===== config.mk =====
export PLATFORM = sky130hd
export DESIGN_NAME = m8b_32b_arb
export DESIGN_NICKNAME = d
export VERILOG_FILES = /design/src/rtl/m8b_32b_arb.sv
export SDC_FILE = /design/constraint.sdc
export NUM_CORES = 1
export LEC_CHECK = 0
export BUFFER_PORTS_ARGS = -buffer_cell sky130_fd_sc_hd__clkbuf_2
export CORE_MARGIN = 4
export CORE_UTILIZATION = 55
export DETAILED_ROUTE_END_ITERATION = 7
export MAX_ROUTING_LAYER = met4
export PLACE_DENSITY = 0.85
export SLEW_MARGIN = 20
export SYNTH_ARGS = -nofsm -noshare
export SYNTH_HDL_FRONTEND = slang
export SYNTH_SLANG_ARGS = --single-unit

===== constraint.sdc =====
create_clock -name clk_4f -period 3.95 [get_ports clk_4f]
set_input_delay 1.185 -clock clk_4f [delete_from_list [all_inputs] [get_ports clk_4f]]
set_output_delay 1.185 -clock clk_4f [all_outputs]
set_load 0.02 [all_outputs]

===== src/rtl/m8b_32b_arb.sv =====
// m8b_32b_arb: word-granular round-robin arbiter feeding the m8b_32b byte input.
// Ports: clk_4f/reset_L; req/valid_in/data_in from 4 byte sources;
// data_out/valid_out/word_first/word_last/abort to m8b_32b; grant one-hot back to sources.
module m8b_32b_arb #(
    parameter int         N_REQ    = 4,
    parameter int         TIMEOUT  = 8,
    parameter logic [7:0] PAD_BYTE = 8'h00
) (
    input  logic               clk_4f,
    input  logic               reset_L,
    input  logic [N_REQ-1:0]   req,
    input  logic [N_REQ-1:0]   valid_in,
    input  logic [8*N_REQ-1:0] data_in,
    output logic [7:0]         data_out,
    output logic               valid_out,
    output logic [N_REQ-1:0]   grant,
    output logic               word_first,
    output logic               word_last,
    output logic               abort
);

    typedef enum logic [1:0] {
        IDLE,
        XFER,
        PAD
    } state_t;

    state_t     state;
    logic [1:0] g;
    logic [1:0] byte_cnt;
    logic [7:0] idle_cnt;
    logic [1:0] rr_ptr;

    logic [1:0] nxt;
    logic [1:0] arb_from;
    logic [2:0] pick_res;
    logic [7:0] sel_byte;
    logic       timed_out;
    logic       take;
    logic       pad_go;
    logic       drop;
    logic       emit;
    logic       done;

    // Returns {found, index} of the first set request at or after 'from',
    // wrapping 3 -> 0. Scanning k downward lets the nearest hit win.
    function automatic logic [2:0] pick(input logic [3:0] r,
                                        input logic [1:0] from);
        logic [2:0] res;
        logic [1:0] idx;
        res = '0;
        for (int k = 3; k >= 0; k--) begin
            idx = from + 2'(k);
            if (r[idx]) res = {1'b1, idx};
        end
        return res;
    endfunction

    always_comb begin
        nxt       = g + 2'd1;
        // Word completion re-arbitrates from the slot after the owner.
        arb_from  = (state == IDLE) ? rr_ptr : nxt;
        pick_res  = pick(req, arb_from);
        sel_byte  = data_in[{g, 3'b000} +: 8];
        timed_out = (idle_cnt >= 8'(TIMEOUT));
        take      = (state == XFER) && valid_in[g];
        // A late byte beats the timeout: only a still-idle cycle pads.
        pad_go    = (state == XFER) && !valid_in[g] && timed_out
                    && (byte_cnt != 2'd0);
        drop      = (state == XFER) && !valid_in[g] && timed_out
                    && (byte_cnt == 2'd0);
        emit      = take || pad_go || (state == PAD);
        done      = emit && (byte_cnt == 2'd3);
    end

    always_ff @(posedge clk_4f or negedge reset_L) begin
        if (!reset_L) begin
            state      <= IDLE;
            g          <= 2'd0;
            byte_cnt   <= 2'd0;
            idle_cnt   <= 8'd0;
            rr_ptr     <= 2'd0;
            data_out   <= 8'd0;
            valid_out  <= 1'b0;
            grant      <= '0;
            word_first <= 1'b0;
            word_last  <= 1'b0;
            abort      <= 1'b0;
        end else begin
            valid_out  <= 1'b0;
            word_first <= 1'b0;
            word_last  <= 1'b0;
            abort      <= 1'b0;
            if (emit) begin
                data_out   <= take ? sel_byte : PAD_BYTE;
                valid_out  <= 1'b1;
                word_first <= (byte_cnt == 2'd0);
                word_last  <= (byte_cnt == 2'd3);
                abort      <= pad_go;
                idle_cnt   <= 8'd0;
                // 2-bit counter wraps to 0 exactly on the 4th byte.
                byte_cnt   <= byte_cnt + 2'd1;
                if (done) begin
                    rr_ptr <= nxt;
                    if (pick_res[2]) begin
                        g     <= pick_res[1:0];
                        grant <= 4'b0001 << pick_res[1:0];
                        state <= XFER;
                    end else begin
                        grant <= '0;
                        state <= IDLE;
                    end
                end else if (!take) begin
                    grant <= '0;
                    state <= PAD;
                end
            end else if (drop) begin
                grant  <= '0;
                rr_ptr <= nxt;
                state  <= IDLE;
            end else if (state == IDLE) begin
                grant <= '0;
                if (pick_res[2]) begin
                    g        <= pick_res[1:0];
                    grant    <= 4'b0001 << pick_res[1:0];
                    byte_cnt <= 2'd0;
                    idle_cnt <= 8'd0;
                    state    <= XFER;
                end
            end else if (idle_cnt != 8'hFF) begin
                idle_cnt <= idle_cnt + 8'd1;
            end
        end
    end

endmodule


==> impl_results.md <==
- Status: finished, final reports clean
- Post-Syn Area per Cell: 10.1 um^2
- Leakage power: 1.12 nW
- Synth Area in Simple Gates: 0.135
- Ports: 58
- Max-cap violations: 0
- CTS Buf Count: 5
- RR Endpoint: g[1]$_DFFE_PN0P_
- Root Driver: clkbuf_4
- Critical Path AT: 3000 ps
- Placed cell area: 2230 um^2
- Max Root-Sink Buffers: 2
- Post-Layout Cell Count: 292
- Largest net degree at the start of global routing: 33
- Fin crit share: 0.700
- Worst path required time: 4180 ps
- Type of origin of the critical path: input pin
- Fill count: 294
- Setup ws final: 1180 ps
- Place WS: 843 ps
- Crit. Startpoint: valid_in[3]
- DP Wirelength: 3.38 mm
- Die Ht: 66.9 um
- Combinational share of power: 0.495
- Cts repair resizes: 0
- Rel. slew slack: 0.480
- Mapped cell area: 1910 um^2
- Synth cell types: 45
- GRT Total Usage: 0.217
- Worst VDD drop: 0.000388 V
- Post-synthesis mux area share: 0.155
- Cell count after placement: 285
- Sw Pwr: 0.639 mW
- Initial cell density of the core: 0.573
- Violation count after the first detailed-route iteration: 85
- First-pass DRT Iterations: 4
- Min-delay src: data_out[1]$_DFFE_PN0N_
- Pwr per Cell Area: 650 nW/um^2
- Nets@finish: 292
- Most area-consuming cells after synthesis: dfrtp_1 42%, mux4_2 11%, inv_1 4.5%
- Final Hold Vio Count: 0
- Syn_nets: 235
- Die ar.: 4480 um^2
- Area Growth Syn to Fin: 18.9%
- Power share of the clock group: 0.116
- # Post-CTS Setup Buffers: 0
- CTS tree: built
- Core footprint: 3340 um^2
- Routed length per instance: 14.9 um
- Clk Latency, worst-skew pair: 340 ps
- Post-synth top area share: 0.419
- Vias in the first global route: 1,616
- DRC viols: 0
- Tmin final: 2770 ps
- Slew at the pin closest to its max-slew limit: 780 ps
- Unrepaired setup endpoints after global routing: no
- Leading area contributor after synthesis: dfrtp_1
- Net Sw Frac: 0.433
- #FFs+latches synth: 32
- N_diodes: 0
- Post-route setup TNS: 0 ps
- Worst Path Max Fanout: 8
- Initial antenna violation count: 0
- Post-synthesis adder-cell area fraction: 0.0262
- Total power: 1.48 mW
- Count of final setup violators: 0
- Sink Count: 32
- Fin area: 2270 um^2
- Vias: 1,686
- Hold EP: data_out[1]$_DFFE_PN0N_
- Hold Path Class: register to register
- Xor/xnor cell area share of the yosys netlist: 0.00458
- Final ANT Viol Nets: 0
- Hold-fix buffers, CTS: 0
- Fmax: 362 MHz
- Critical path endpoint category: register
- Die W: 66.9 um
- Int Pwr: 0.837 mW
- Sequential power share: 0.389
- Seq/Total Area, Yosys: 0.419
- Reg2reg start: g[0]$_DFFE_PN0P_
- Share of cells above drive strength 1: 0.325
- IO Port Bufs: 57
- Max-slew violation count: 0
- Combinational family with the most area after synthesis: compound AO/OA/AOI/OAI gates
- WHS Path Cells: 2
- First-pass GRT wire length: 7.01 mm
- GPL Wtd Cong: 0.867
- Reg2Reg Setup Slack: 1250 ps
- Post-synthesis cell count: 189
- Setup CP Type: input pin to register
- Syn. warnings: 0
- H-tree depth: 2
- Max Clock Skew: 10.5 ps
- Reg2Reg Depth: 5
- Routed Wire Length: 4.37 mm
- Routed vias/inst: 5.77
- Core Util, Final: 0.681
- Compound-Gate Fraction of Synth Area: 0.196
- Grt ovf: 0
- Row count: 21
- Worst-path clk slew: 100 ps
- Hold WS: 489 ps
[critical path: stages]
cell,delay (ps)
clkbuf_2,80
mux4_2,580
and2_1,230
o31ai_2,290
o211a_2,300
mux2_1,330
[cell families (layout without fill, tap and decap cells)]
group	after synthesis	after routing
AOI/OAI and AO/OA	51	51
DFF	32	32
and+or+nand+nor	52	52
xor gates and xnor gates	1	1
adders and majority gates	4	4
buffers and inverters	31	88
muxes	18	18
[cells in the final DEF (no fill, tap or decap), types with 2 or more instances in the layout]
cell type / count
a21oi_1: 6
a221oi_1: 2
a31oi_1: 2
a32o_1: 2
and3_1: 4
clkbuf_2: 57
clkbuf_4: 5
dfrtp_1: 32
ha_1: 4
inv_1: 23
mux2_2: 2
mux2i_1: 6
mux4_2: 9
nand2_1: 17
nand2b_1: 4
nand3_1: 7
nor2_1: 7
nor3_1: 4
nor4_1: 3
o21ai_0: 16
o21bai_1: 2
o221ai_1: 2
o22ai_1: 3
o311a_1: 2
o31ai_1: 2
or4_1: 2
[cell type report]
| class | count | area [um^2] | share of cell area |
|---|---|---|---|
| clock buffer | 6 | 41.3 | 0.0182 |
| multi-input combinational | 126 | 988 | 0.435 |
| inverter | 23 | 86.3 | 0.0380 |
| tap | 46 | 57.6 | 0.0253 |
| sequential | 32 | 801 | 0.352 |
| timing repair buffer | 58 | 293 | 0.129 |
| clock inverter | 1 | 5.00 | 0.00220 |
[power groups by stage]
stage	combinational (mW)	clock (mW)	sequential (mW)
floorplan	0.524	0	0.594
global placement	0.717	0	0.576
detailed placement	0.730	0	0.582
CTS	0.734	0.175	0.577
global route	0.805	0.191	0.599
finish	0.730	0.172	0.574
[worst max-delay path by stage]
stage,end,slack [ps],cells after the start
global route,grant[1]$_DFFE_PN0P_,1070,6
detailed placement,g[1]$_DFFE_PN0P_,840,6
finish,g[1]$_DFFE_PN0P_,1180,6
CTS,g[1]$_DFFE_PN0P_,1190,6
floorplan,g[1]$_DFFE_PN0P_,1040,5
global placement,g[1]$_DFFE_PN0P_,870,6
[cells in the mapped netlist (all sizes together)]
cell type  instances
dfrtp             32
inv               23
nand2             17
o21ai             16
mux4               9
nand3              8
nor2               7
a21oi              6
mux2i              6
buf                5
and3               4
ha                 4
nand2b             4
nor3               4
clkbuf             3
mux2               3
nor4               3
o22ai              3
o31ai              3
a221oi             2
a31oi              2
a32o               2
o21bai             2
o221ai             2
o311a              2
or4                2
a2111oi            1
a211o              1
a41o               1
and2               1
nand4              1
o211a              1
o211ai             1
o21a               1
o22a               1
o2bb2ai            1
o31a               1
o32a               1
o32ai              1
or2                1
xnor2              1
[layer usage]
metal  global-route usage  wire, um
met1                0.237      1790
met5                    -         0
met3               0.0422       274
met4               0.0861        68
met2                0.386      2240
[state kept, by name, indices dropped and copies added (netlist names)]
signal / cells
idle_cnt: 8
byte_cnt: 2
grant: 4
word_first: 1
state: 2
abort: 1
g: 2
word_last: 1
valid_out: 1
data_out: 8
rr_ptr: 2
(Power assumes the default switching activity.)
